## config.mk

```make
export PLATFORM = sky130hd
export DESIGN_NAME = temperature_serial_tx
export DESIGN_NICKNAME = d
export VERILOG_FILES = /design/src/rtl/temperature_link_pkg.sv /design/src/rtl/temperature_serial_tx_scl_timebase.sv /design/src/rtl/temperature_serial_tx.sv
export SDC_FILE = /design/constraint.sdc
export NUM_CORES = 1
export LEC_CHECK = 0
export ABC_AREA = 1
export CAP_MARGIN = 25
export CORE_MARGIN = 4
export CORE_UTILIZATION = 30
export DETAILED_ROUTE_END_ITERATION = 10
export HOLD_SLACK_MARGIN = 0.02
export PLACE_DENSITY = 0.6
export SLEW_MARGIN = 20
export SYNTH_ARGS = -nofsm -noshare
export SYNTH_HDL_FRONTEND = slang
export SYNTH_SLANG_ARGS = --single-unit
```

## constraint.sdc

```tcl
create_clock -name clk -period 1.7 [get_ports clk]
set_input_delay 0.51 -clock clk [delete_from_list [all_inputs] [get_ports clk]]
set_output_delay 0.51 -clock clk [all_outputs]
set_load 0.01 [all_outputs]
```

## src/rtl/temperature_link_pkg.sv

```systemverilog
// -----------------------------------------------------------------------------
// temperature_link_pkg
// Shared definitions for the two-wire temperature link (sda data, scl clock).
// Both ends of the link agree on the default word width, the scl timing and
// the order in which bits leave the shift register.
//
// Contents:
//   DEFAULT_*   default parameter values for the transmitter
//   MSB_FIRST   bit order on the wire (1 = most significant bit first)
//   tx_state_e  transmitter FSM state encoding
// -----------------------------------------------------------------------------
package temperature_link_pkg;

    localparam int DEFAULT_TEMPERATURE_WIDTH = 16;
    localparam int DEFAULT_SCL_HALF_PERIOD   = 50;
    localparam int DEFAULT_INTER_WORD_GAP    = 8;
    localparam int DEFAULT_COUNT_WIDTH       = 16;

    // The receiver reassembles words by shifting left on every scl rise, so
    // the transmitter must put the most significant bit on the wire first.
    localparam bit MSB_FIRST = 1'b1;

    typedef enum logic [1:0] {
        ST_IDLE = 2'd0,
        ST_LOW  = 2'd1,
        ST_HIGH = 2'd2,
        ST_GAP  = 2'd3
    } tx_state_e;

endpackage : temperature_link_pkg

```

## src/rtl/temperature_serial_tx_scl_timebase.sv

```systemverilog
// -----------------------------------------------------------------------------
// scl_timebase
// Down-counter used for both scl half-periods and the inter-word gap.
// A restart loads load_value; the counter then counts down to zero and
// raises tick for exactly one cycle when it reaches zero. A phase of N cycles
// is obtained by loading N-1. A restart on the tick cycle starts the next
// phase back-to-back, with no idle cycle in between.
//
// Ports:
//   clk         system clock
//   reset       asynchronous active-low reset
//   restart     load load_value and start counting
//   load_value  value loaded on restart (phase length minus one)
//   tick        one-cycle pulse at terminal count
// -----------------------------------------------------------------------------
module scl_timebase #(
    parameter int CNT_WIDTH = 6
) (
    input  logic                 clk,
    input  logic                 reset,
    input  logic                 restart,
    input  logic [CNT_WIDTH-1:0] load_value,
    output logic                 tick
);

    logic [CNT_WIDTH-1:0] cnt_q;
    logic [CNT_WIDTH-1:0] cnt_d;
    logic                 running_q;
    logic                 running_d;

    // running_q keeps tick from firing repeatedly while the counter sits at 0.
    assign tick = running_q && (cnt_q == '0);

    always_comb begin
        cnt_d     = cnt_q;
        running_d = running_q;
        if (restart) begin
            cnt_d     = load_value;
            running_d = 1'b1;
        end else if (running_q) begin
            if (cnt_q == '0) begin
                running_d = 1'b0;
            end else begin
                cnt_d = cnt_q - CNT_WIDTH'(1);
            end
        end
    end

    always_ff @(posedge clk or negedge reset) begin
        if (!reset) begin
            cnt_q     <= '0;
            running_q <= 1'b0;
        end else begin
            cnt_q     <= cnt_d;
            running_q <= running_d;
        end
    end

endmodule : scl_timebase

```

## src/rtl/temperature_serial_tx.sv

```systemverilog
// -----------------------------------------------------------------------------
// temperature_serial_tx
// Sensor-side transmitter for the two-wire temperature link. Accepts a
// parallel word over a valid/ready handshake and serialises it on sda with
// exactly TEMPERATURE_WIDTH rising scl edges, no framing bits. sda changes
// only together with a falling scl edge, so it is stable for the whole high
// phase. Between words scl and sda are held low for INTER_WORD_GAP cycles.
//
// state | meaning
// ------+-------------------------------------------------------------
// IDLE  | ready for a word, scl=0, sda=0
// LOW   | scl low half-period, current bit already on sda
// HIGH  | scl high half-period, receiver samples sda on the rise
// GAP   | word finished, scl/sda low for INTER_WORD_GAP cycles
//
// Ports:
//   clk                system clock
//   reset              asynchronous active-low reset
//   temperatureValid   temperatureIn holds a word to send
//   temperatureIn      word to send, captured on handshake only
//   temperatureAccept  block can take a word this cycle
//   sda                serial data, registered
//   scl                serial clock, registered, idle low
//   busy               high from handshake until the gap ends
//   wordsSent          count of completed words, wraps silently
// -----------------------------------------------------------------------------
module temperature_serial_tx
    import temperature_link_pkg::*;
#(
    parameter int TEMPERATURE_WIDTH = DEFAULT_TEMPERATURE_WIDTH,
    parameter int SCL_HALF_PERIOD   = DEFAULT_SCL_HALF_PERIOD,
    parameter int INTER_WORD_GAP    = DEFAULT_INTER_WORD_GAP,
    parameter int COUNT_WIDTH       = DEFAULT_COUNT_WIDTH
) (
    input  logic                         clk,
    input  logic                         reset,
    input  logic                         temperatureValid,
    input  logic [TEMPERATURE_WIDTH-1:0] temperatureIn,
    output logic                         temperatureAccept,
    output logic                         sda,
    output logic                         scl,
    output logic                         busy,
    output logic [COUNT_WIDTH-1:0]       wordsSent
);

    // One timebase serves both the half-periods and the gap, so it is sized
    // for whichever of the two phases is longer.
    localparam int TB_MAX    = (SCL_HALF_PERIOD > INTER_WORD_GAP) ?
                               SCL_HALF_PERIOD : INTER_WORD_GAP;
    localparam int TB_WIDTH  = $clog2(TB_MAX);
    localparam int BIT_WIDTH = $clog2(TEMPERATURE_WIDTH + 1);

    localparam logic [TB_WIDTH-1:0]  HALF_LOAD = TB_WIDTH'(SCL_HALF_PERIOD - 1);
    localparam logic [TB_WIDTH-1:0]  GAP_LOAD  = TB_WIDTH'(INTER_WORD_GAP - 1);
    localparam logic [BIT_WIDTH-1:0] BIT_LOAD  = BIT_WIDTH'(TEMPERATURE_WIDTH);
    localparam logic [BIT_WIDTH-1:0] LAST_BIT  = BIT_WIDTH'(1);

    tx_state_e                    state_q;
    tx_state_e                    state_d;
    logic [TEMPERATURE_WIDTH-1:0] shift_q;
    logic [TEMPERATURE_WIDTH-1:0] shift_d;
    logic [TEMPERATURE_WIDTH-1:0] shift_next;
    logic [BIT_WIDTH-1:0]         bit_cnt_q;
    logic [BIT_WIDTH-1:0]         bit_cnt_d;
    logic                         sda_q;
    logic                         sda_d;
    logic                         scl_q;
    logic                         scl_d;
    logic                         busy_q;
    logic                         busy_d;
    logic                         accept_q;
    logic                         accept_d;
    logic [COUNT_WIDTH-1:0]       words_q;
    logic [COUNT_WIDTH-1:0]       words_d;

    logic                         tb_restart;
    logic [TB_WIDTH-1:0]          tb_load;
    logic                         tb_tick;

    logic                         handshake;

    assign handshake         = temperatureValid && accept_q;

    assign temperatureAccept = accept_q;
    assign sda               = sda_q;
    assign scl               = scl_q;
    assign busy              = busy_q;
    assign wordsSent         = words_q;

    scl_timebase #(
        .CNT_WIDTH (TB_WIDTH)
    ) u_timebase (
        .clk        (clk),
        .reset      (reset),
        .restart    (tb_restart),
        .load_value (tb_load),
        .tick       (tb_tick)
    );

    always_comb begin
        state_d    = state_q;
        shift_d    = shift_q;
        bit_cnt_d  = bit_cnt_q;
        sda_d      = sda_q;
        scl_d      = scl_q;
        busy_d     = busy_q;
        accept_d   = accept_q;
        words_d    = words_q;
        tb_restart = 1'b0;
        tb_load    = HALF_LOAD;

        // The bit that follows the one currently on sda.
        shift_next = MSB_FIRST ? (shift_q << 1) : (shift_q >> 1);

        case (state_q)
            ST_IDLE: begin
                scl_d    = 1'b0;
                sda_d    = 1'b0;
                accept_d = 1'b1;
                if (handshake) begin
                    shift_d    = temperatureIn;
                    sda_d      = MSB_FIRST ? temperatureIn[TEMPERATURE_WIDTH-1]
                                           : temperatureIn[0];
                    bit_cnt_d  = BIT_LOAD;
                    busy_d     = 1'b1;
                    accept_d   = 1'b0;
                    tb_restart = 1'b1;
                    state_d    = ST_LOW;
                end
            end

            ST_LOW: begin
                if (tb_tick) begin
                    scl_d      = 1'b1;
                    tb_restart = 1'b1;
                    state_d    = ST_HIGH;
                end
            end

            ST_HIGH: begin
                if (tb_tick) begin
                    scl_d      = 1'b0;
                    tb_restart = 1'b1;
                    if (bit_cnt_q == LAST_BIT) begin
                        sda_d     = 1'b0;
                        shift_d   = '0;
                        bit_cnt_d = '0;
                        words_d   = words_q + COUNT_WIDTH'(1);
                        tb_load   = GAP_LOAD;
                        state_d   = ST_GAP;
                    end else begin
                        shift_d   = shift_next;
                        sda_d     = MSB_FIRST ? shift_next[TEMPERATURE_WIDTH-1]
                                              : shift_next[0];
                        bit_cnt_d = bit_cnt_q - BIT_WIDTH'(1);
                        state_d   = ST_LOW;
                    end
                end
            end

            ST_GAP: begin
                if (tb_tick) begin
                    busy_d   = 1'b0;
                    accept_d = 1'b1;
                    state_d  = ST_IDLE;
                end
            end

            default: begin
                scl_d    = 1'b0;
                sda_d    = 1'b0;
                busy_d   = 1'b0;
                accept_d = 1'b0;
                state_d  = ST_IDLE;
            end
        endcase
    end

    always_ff @(posedge clk or negedge reset) begin
        if (!reset) begin
            state_q   <= ST_IDLE;
            shift_q   <= '0;
            bit_cnt_q <= '0;
            sda_q     <= 1'b0;
            scl_q     <= 1'b0;
            busy_q    <= 1'b0;
            accept_q  <= 1'b0;
            words_q   <= '0;
        end else begin
            state_q   <= state_d;
            shift_q   <= shift_d;
            bit_cnt_q <= bit_cnt_d;
            sda_q     <= sda_d;
            scl_q     <= scl_d;
            busy_q    <= busy_d;
            accept_q  <= accept_d;
            words_q   <= words_d;
        end
    end

endmodule : temperature_serial_tx

```

### Yosys cells after proc, flatten, opt, wreduce, memory -nomap -nowiden

Cells that the tools add are included.

| operators by class | value |
|---|---|
| add/sub/neg operators | 3 |
| eq/ne operators | 9 |
| multiplexer cells | 37 |
| reduce and logical (&&, ||, !) cells | 17 |

Operator list:

| operator | number |
|---|---|
| $mux 15 | 3 |
| $mux 6 | 6 |
| $pmux 15 s2 | 1 |
| $add 16x1->16 const B | 1 |
| $mux 5 | 3 |
| $mux 1 | 12 |
| $reduce_and 3->1 | 4 |
| $mux 2 | 5 |
| $ne 2x2->1 const B | 5 |
| $pmux 5 s2 | 1 |
| $pmux 1 s2 | 4 |
| $pmux 2 s4 | 1 |
| $logic_not 6->1 | 1 |
| $reduce_and 2->1 | 3 |
| $reduce_bool 2->1 | 3 |
| $sub 6x1->6 const B | 1 |
| $eq 5x1->1 const B | 1 |
| $sub 5x1->5 const B | 1 |
| $eq 2x2->1 const B | 2 |
| $reduce_and 4->1 | 1 |
| $pmux 1 s3 | 1 |
| $reduce_bool 3->1 | 1 |
| $eq 2x1->1 const B | 1 |
| $logic_and 1x1->1 | 2 |
| other kinds (2) | 2 |

| storage, ports and cells | value |
|---|---|
| register bits | 49 |
| input port bits | 19 |
| output and inout bits | 20 |
| word-level logic and storage cells | 76 |

### Depth between registers and ports, before layout

Gate-level depths: netlist (run 1).

| logic depth | value |
|---|---|
| word-level depth | 6 |
| gate-level depth with buffers | 10 |
| gate-level depth less buffers | 10 |

### Hierarchy

Synthesis (run 1) repeated with hierarchy kept, for this count alone.

| second synthesis, totals | value |
|---|---|
| cell total of the unflattened synthesis | 341 |
| area total of the unflattened synthesis | 2710.1 um2 |

Modules (own cells, without submodules):

| module | times used | cells an instance | area each (um2) | sequential area each (um2) |
|---|---|---|---|---|
| temperature_serial_tx | 1 | 274 | 2228.4 | 1051.0 |
| scl_timebase | 1 | 67 | 481.7 | 175.2 |

### Least setup slack after synthesis (run 1)

No wires, ideal clock.

| timing path | value |
|---|---|
| kind | reg2reg |
| from | reg state_q[0] |
| to | reg shift_q[3] |
| library setup time | 117 ps |
| arrival time | 1499 ps |
| required time | 1583 ps |
| path slack | 84 ps |
| stages on the path, launching flop included | 10 |
| buffers on the path | 2 |
| clock period less this slack | 1616 ps |
| cell sequence | dfrtp_1 inv_1 ha_1 buf_2 inv_2 o21ai_2 nand2_4 buf_2 nand2_1 nand2_1 |

| on the way | value |
|---|---|
| longest elaborated chain between the ends | 3 |
| elaborated cells between the ends (all ways) | 7 |
| those cells by class | eq/ne: 3; mux: 1; reduce/logical: 3 |

Ends and longest elaborated chain:

| element | RTL line | RTL |
|---|---|---|
| start, declared | temperature_serial_tx.sv:58 | `tx_state_e state_q;` |
| start signal, assigned | temperature_serial_tx.sv:190 | `state_q <= state_d;` |
| $eq 2x2->1 / $logic_not 2->1 (equally long branches) | temperature_serial_tx.sv:115 | `case (state_q)` |
| $ne 2x2->1 (no line) / $reduce_bool 2->1 (equally long branches) | - |  |
| $reduce_and 3->1 (no line) | - |  |
| end signal, assigned | temperature_serial_tx.sv:191 | `shift_q <= shift_d;` |
| end, declared | temperature_serial_tx.sv:60 | `logic [TEMPERATURE_WIDTH-1:0] shift_q;` |

Parallel ways exist; a longest one is shown, timed or not.
A chain may end at the register's enable or synchronous reset.

### Worst setup path after layout (run 1)

| timing path | value |
|---|---|
| from | reg u_timebase.cnt_q[1] |
| to | reg shift_q[14] |

| on the way | value |
|---|---|
| longest elaborated chain between the ends | 4 |

Ends and longest elaborated chain:

| element | RTL line | RTL |
|---|---|---|
| start, declared | temperature_serial_tx_scl_timebase.sv:26 | `logic [CNT_WIDTH-1:0] cnt_q;` |
| start signal, assigned | temperature_serial_tx_scl_timebase.sv:54 | `cnt_q <= cnt_d;` |
| $logic_not 6->1 | temperature_serial_tx_scl_timebase.sv:32 | `assign tick = running_q && (cnt_q == '0);` |
| $logic_and 1x1->1 | temperature_serial_tx_scl_timebase.sv:32 |  |
| $ne 2x2->1 (no line) | - |  |
| $reduce_and 3->1 (no line) | - |  |

No other way between the ends.

==> results.cfg, run 1 <==
[status]
status = complete, no violations

[cts]
cts_buffers = 5
numClockSinks = 49
clkTransAtPathRegs_ns = 0.10
cts-hold-fix-buffers = 0
htreeDepth = 2
clock_insertion_delay_worst_skew_ns = 0.30
root_buffer = sky130_fd_sc_hd__clkbuf_8
clock_tree.buffer_depth = 2
cts_tree = yes

[drt]
antenna_left = 0
wl_um = 6750
post_drt_via_cell_ratio = 4.53
drt_pass1_iterations = 5
wl_per_cell_um = 11.1
vias = 2758
drt_first_iter_violations = 166
post-route-drc-count = 0

[power]
clockPowerShare = 0.137
power.internal_mw = 2.90
switching_power_as_a_share_of_total_power = 0.428
seqPwrFrac = 0.357
total_power_mw = 5.07
cellPowerDensity_nw_per_um2 = 1310
pwr-share-comb = 0.506
max-vdd-ir-drop_mv = 0.501
switching_power_mw = 2.17
p_leak_nw = 1.99

[synth]
synth_top_area_frac = 0.417
synth_ff_type = sky130_fd_sc_hd__dfrtp_1
ys_seq_elements = 49
synth_edf_count = 0
synth.cell_area_um2 = 2940
fraction_of_the_yosys_area_taken_by_sequential_cells = 0.417
synth.most_common_cell = sky130_fd_sc_hd__nand2_1
syn_nets = 432
synth_warnings = 0
post_synth.cell_area_avg_um2 = 7.29
yosys-top-cells-count = 164 x sky130_fd_sc_hd__nand2_1, 54 x sky130_fd_sc_hd__nand3_1, 49 x sky130_fd_sc_hd__dfrtp_1
post_synth_main_area_contributors = sky130_fd_sc_hd__dfrtp_1 42%, sky130_fd_sc_hd__nand2_1 21%, sky130_fd_sc_hd__nand3_1 9.2%
count_of_mapped_cells_out_of_synthesis = 403
synth-async-reset-ratio = 1.00
count_of_cell_types_in_the_netlist = 28
yosysTopAreaCell = sky130_fd_sc_hd__dfrtp_1

[placement]
gpl.final_weighted_congestion = 0.855
placed_area_um2 = 3620
placement.setup.worst_slack_ns = -0.160
buffer_ports.inserted = 38
place_hpwl_um = 4770

[flow_run]
max_cap_violations = 0

[final_layout]
insertedDiodeCount = 0
layout.nets = 508
syn_to_final_growth_pct = 31.6
final_area_um2 = 3860
layout.core_utilization = 0.412
layout-drive-gt1-share = 0.160

[setup_path]
critical_path_required_ns = 1.90
setup.worst_path.class = reg2reg
r2r.worst_path.cells = 8
startpoint_type = flop
end_kind = flop
crit_fanout = 27
crit_arrival_ns = 1.81

[global_route]
global_routing_met3_resource_utilization = 0.0217
grt_usage = 0.120
maximum_number_of_pins_on_one_net_before_global_route_repair = 50
use_met1 = 0.148
grt_overflow = 0
gr-usage-met2 = 0.218
grt_first_pass_wirelength_um = 11500
number_of_antenna_violations_at_the_first_check_in_global_routing = 0
gr-max-usage-layer = met2
first_global_vias = 2668

[sta]
setup_viol_count_final = 0
worst_clock_skew_ns = 0.00897
maxSlewHeadroom = 0.811
post-route-period-util = 0.947
worst-slew-pin-transition_ns = 0.283
final_ws_setup_ns = 0.0904
slew_viol_final = 0
fmax_ghz = 0.621
final_critical_period_ns = 1.61
timing_hold_violations_final = 0

[die]
die_x_um = 107
start_util = 0.313
floorplan.io_pins = 39
core_region_area_um2 = 9370
fp.dieH_um = 107
die-area_um2 = 11400
rows = 35

[hold_path]
hold_class = in2async
## layout make-up
cell class	count	area, µm²
Fill cell	1008	5510
Multi-Input combinational cell	310	1570
Sequential cell	49	1230
Timing Repair Buffer	78	692
Tap cell	129	161
Inverter	35	131
Clock buffer	6	72.6
Clock inverter	2	10.0
## routing by layer
| metal | vias to the layer above | wire [µm] |
|---|---|---|
| li1 | 1437 | - |
| met1 | 1259 | 3040 |
| met2 | 56 | 3370 |
| met3 | 6 | 293 |
| met4 | 0 | 48 |
| met5 | - | 0 |
## kinds of logic after synthesis
group,count (synthesis),share of synthesized area
AO/OA/AOI/OAI,17,0.0324
XOR/XNOR,14,0.0417
adder cells (fa/ha/maj),10,0.0426
buffers and inverters,44,0.0609
flip-flops,49,0.417
AND/OR/NAND/NOR,269,0.405
## placed cells by master, fill, tap and decap left out, types with 11 or more instances in the layout
cell type                         count
sky130_fd_sc_hd__dfrtp_1             48
sky130_fd_sc_hd__nand2_1            162
sky130_fd_sc_hd__inv_1               28
sky130_fd_sc_hd__clkdlybuf4s50_1     17
sky130_fd_sc_hd__dlygate4sd2_1       20
sky130_fd_sc_hd__nor2_1              23
sky130_fd_sc_hd__buf_4               36
sky130_fd_sc_hd__xnor2_1             11
sky130_fd_sc_hd__nand4_1             12
sky130_fd_sc_hd__nand3_1             54
## metrics by stage
step                hold slack (ns)  setup TNS [ns]  std cells
floorplan                     0.214               0        403
global placement              0.457           -2.02        583
detailed placement            0.460           -2.70        583
CTS                           0.189               0        606
global route                  0.199         -0.0157        609
finish                        0.185               0        609
## critical path, cell delays in order, from the launching register on
cell                      delay [ns]
sky130_fd_sc_hd__dfrtp_1        0.41
sky130_fd_sc_hd__inv_2          0.09
sky130_fd_sc_hd__ha_4           0.15
sky130_fd_sc_hd__inv_2          0.04
sky130_fd_sc_hd__nor2_4         0.12
sky130_fd_sc_hd__nand4_4        0.15
sky130_fd_sc_hd__nand2_4        0.12
sky130_fd_sc_hd__nand2_4        0.17
sky130_fd_sc_hd__o21a_1         0.23
## flip-flops by register name (all words and copies together), names as in the netlist
| name | cells |
|---|---|
| bit_cnt_q | 5 |
| busy | 1 |
| scl | 1 |
| sda | 1 |
| shift_q | 15 |
| state_q | 2 |
| temperatureAccept | 1 |
| u_timebase.cnt_q | 6 |
| u_timebase.running_q | 1 |
| wordsSent | 16 |
## power groups by stage
stage / clock network [mW] / registers (mW) / logic [mW]
after floorplan: 0 / 1.78 / 1.71
after global placement: 0 / 1.81 / 2.44
after detailed placement: 0 / 1.83 / 2.48
after CTS: 0.723 / 1.80 / 2.47
after global routing: 0.761 / 1.86 / 2.95
final: 0.694 / 1.81 / 2.57
## worst paths after layout
| check | from | to | slack [ns] |
|---|---|---|---|
| max | u_timebase.cnt_q[1] | shift_q[14] | 0.09 |
| min | reset | wordsSent[11] | 0.18 |
| max reg2reg | u_timebase.cnt_q[1] | shift_q[14] | 0.09 |
| min reg2reg | busy | busy | 0.47 |
| max in group asynchronous | reset | wordsSent[2] | 1.28 |
| min in group clk | busy | busy | 0.47 |
## timing repair
| action | CTS | global route |
|---|---|---|
| setup buffers | 15 | 3 |
| resized for setup | 23 | 13 |
| pin swaps | 0 | 4 |
| endpoints found under the setup margin | 29 | 49 |
(Power assumes the default switching activity.)
==> run 2, diff against run 1 <==
--- a/config.mk
+++ b/config.mk
@@ -5,13 +5,13 @@
 export SDC_FILE = /design/constraint.sdc
 export NUM_CORES = 1
 export LEC_CHECK = 0
-export ABC_AREA = 1
+export ABC_CLOCK_PERIOD_IN_PS = 1700
 export CAP_MARGIN = 25
 export CORE_MARGIN = 4
 export CORE_UTILIZATION = 30
 export DETAILED_ROUTE_END_ITERATION = 10
 export HOLD_SLACK_MARGIN = 0.02
-export PLACE_DENSITY = 0.6
+export PLACE_DENSITY = 0.61
 export SLEW_MARGIN = 20
 export SYNTH_ARGS = -nofsm -noshare
 export SYNTH_HDL_FRONTEND = slang
==> results.cfg, run 2 <==
[power]
clockPowerShare = 0.117
max-vdd-ir-drop_mv = 0.680
switching_power_mw = 2.28
seqPwrFrac = 0.299
cellPowerDensity_nw_per_um2 = 1470
total_power_mw = 5.96
power.internal_mw = 3.69
p_leak_nw = 2.02
pwr-share-comb = 0.584
switching_power_as_a_share_of_total_power = 0.382

[setup_path]
crit_arrival_ns = 2.02
critPathBufInv = 3
crit_chain = inv_2 > ha_4 > nor3b_4 > buf_4 > a21oi_4 > nor2_4 > buf_12 > mux2_2
cp_slowest_stage_delay_ns = 0.42
crit_family = buffers and inverters
critical_path_required_ns = 1.89
crit_fanout = 15
end_kind = flop
setup.worst_path.class = reg2reg
critical-path-slowest-cell = sky130_fd_sc_hd__dfrtp_1
startpoint_type = flop

[status]
status = finished, violations left
violations = negative setup slack

[flow_run]
max_cap_violations = 0

[drt]
wl_um = 6540
post_drt_via_cell_ratio = 5.00
drt_first_iter_violations = 73
drt_pass1_iterations = 4
post-route-drc-count = 0
vias = 2184
wl_per_cell_um = 15.0
antenna_left = 0

[final_layout]
number_of_standard_cells_in_the_final_layout_excluding_fillers = 437
largest_register_ffs = 16
fillerInstances = 744
layout-drive-gt1-share = 0.395
final_common_cell = sky130_fd_sc_hd__dfrtp_1
mostFrequentLayoutCells = 49 x sky130_fd_sc_hd__dfrtp_1, 40 x sky130_fd_sc_hd__buf_4, 20 x sky130_fd_sc_hd__dlygate4sd2_1
layout.nets = 360
insertedDiodeCount = 0
syn_to_final_growth_pct = 56.4

[cts]
clock_insertion_delay_worst_skew_ns = 0.30
root_buffer = sky130_fd_sc_hd__clkbuf_8
htreeDepth = 2
cts_buffers = 5
numClockSinks = 49
cts_tree = yes
clock_tree.buffer_depth = 2
cts-hold-fix-buffers = 0
clkTransAtPathRegs_ns = 0.10

[synth]
synth_edf_count = 0
synth_top_area_frac = 0.474
post_synth.cell_area_avg_um2 = 10.9
synth.most_common_cell = sky130_fd_sc_hd__dfrtp_1
yosys-top-cells-count = 49 x sky130_fd_sc_hd__dfrtp_1, 17 x sky130_fd_sc_hd__mux2_2, 15 x sky130_fd_sc_hd__a22o_1
ys_seq_elements = 49
fraction_of_the_yosys_area_taken_by_sequential_cells = 0.474
synth_ff_type = sky130_fd_sc_hd__dfrtp_1
post_synth_main_area_contributors = sky130_fd_sc_hd__dfrtp_1 47%, sky130_fd_sc_hd__mux2_2 7.4%, sky130_fd_sc_hd__a22o_1 5.1%
count_of_cell_types_in_the_netlist = 49
synth_warnings = 0
synth-async-reset-ratio = 1.00
yosysTopAreaCell = sky130_fd_sc_hd__dfrtp_1
count_of_mapped_cells_out_of_synthesis = 237
syn_nets = 266
synth.cell_area_um2 = 2590

[sta]
worst-slew-pin-transition_ns = 0.439
fin_hold_ws_ns = 0.175
worst_clock_skew_ns = 0.00666
post-route-period-util = 1.08
final_critical_period_ns = 1.83
slew_viol_final = 0
fmax_ghz = 0.547
setup_tns_ns = -2.53
rsz_0062_raised_after_global_routing = true
maxSlewHeadroom = 0.706
timing_hold_violations_final = 0
final_ws_setup_ns = -0.129
setup_viol_count_final = 32

[global_route]
number_of_antenna_violations_at_the_first_check_in_global_routing = 0
grt_first_pass_wirelength_um = 10700
first_global_vias = 2275
grt_usage = 0.129
maximum_number_of_pins_on_one_net_before_global_route_repair = 50
grt_overflow = 0

[placement]
placement.setup.worst_slack_ns = -0.353
place_hpwl_um = 4420
gpl.final_weighted_congestion = 0.815
buffer_ports.inserted = 38
number_of_placed_instances_with_taps_included = 414

[die]
start_util = 0.312
core_region_area_um2 = 8300
rows = 33
die_x_um = 101
fp.dieH_um = 101
die-area_um2 = 10200
floorplan.io_pins = 39

[hold_path]
hold_class = in2async
[run 2: changes by cell type after synthesis, moves of 5 or more]
| cell | change |
|---|---|
| sky130_fd_sc_hd__a21oi_1 | +6 |
| sky130_fd_sc_hd__mux2_2 | +17 |
| sky130_fd_sc_hd__a22o_1 | +15 |
| sky130_fd_sc_hd__xor2_1 | +8 |
| sky130_fd_sc_hd__nor2_1 | -12 |
| sky130_fd_sc_hd__a31oi_1 | +6 |
| sky130_fd_sc_hd__inv_1 | -21 |
| sky130_fd_sc_hd__nand3_1 | -51 |
| sky130_fd_sc_hd__xnor2_1 | -5 |
| sky130_fd_sc_hd__nor3_1 | +13 |
| sky130_fd_sc_hd__nand4_1 | -5 |
| sky130_fd_sc_hd__nand2_1 | -150 |
| sky130_fd_sc_hd__o31ai_1 | +5 |
[run 2: path summary, 6_finish.rpt]
check | slack [ns] | endpoint | cells after the start | start
max in group asynchronous | 1.28 | u_timebase.cnt_q[3] | 2 | reset
min reg2reg | 0.47 | wordsSent[15] | 1 | wordsSent[15]
max reg2reg | -0.13 | shift_q[1] | 8 | u_timebase.cnt_q[1]
max | -0.13 | shift_q[1] | 8 | u_timebase.cnt_q[1]
min | 0.18 | bit_cnt_q[2] | 2 | reset
min in group clk | 0.47 | wordsSent[15] | 1 | wordsSent[15]
[run 2: logic make-up after synthesis]
group	count (synthesis)	synth area share
AO/OA/AOI/OAI	53	0.148
XOR/XNOR	17	0.0576
adder cells (fa/ha/maj)	10	0.0484
buffers and inverters	19	0.0310
flip-flops	49	0.474
multiplexers	19	0.0818
AND/OR/NAND/NOR	70	0.160
[run 2: power groups by stage]
stage	sequential, mW	combinational [mW]	clock [mW]
4_1_cts	1.78	3.33	0.733
3_3_place_gp	1.80	3.02	0
2_1_floorplan	1.78	1.97	0
5_1_grt	1.83	3.77	0.773
3_5_place_dp	1.80	3.11	0
6_report	1.78	3.48	0.699
[run 2: area by class of cell]
cell class	count	area, µm²	area share
multi-input cells	170	1660	0.410
flip-flops and latches	49	1230	0.303
clock buffers	5	68.8	0.0170
repair buffers	93	890	0.220
clock inverters	3	21.3	0.00526
well taps	105	131	0.0325
inverters	12	47.5	0.0118
[run 2: stage by stage]
stage / utilization / cell area [µm²]
after floorplan: - / 2710
after global placement: 0.427 / 3540
after detailed placement: 0.427 / 3540
after CTS: 0.460 / 3820
after global routing: 0.487 / 4050
final: 0.487 / 4050
[run 2: metal layers]
layer	vias up	routed length (µm)	global-route usage	share of wire
met5	-	0	0	0
met4	0	68	0.0218	0.010
met3	6	253	0.0298	0.039
met2	39	3160	0.216	0.48
met1	1074	3060	0.173	0.47
li1	1065	-	-	-
[run 2: timing repair]
item / 4_1_cts / 5_1_grt
cloned: 0 / 1
buffers inserted: 10 / 5
pin swaps: 8 / 26
endpoints found under the setup margin: 65 / 47
resized for setup: 55 / 35
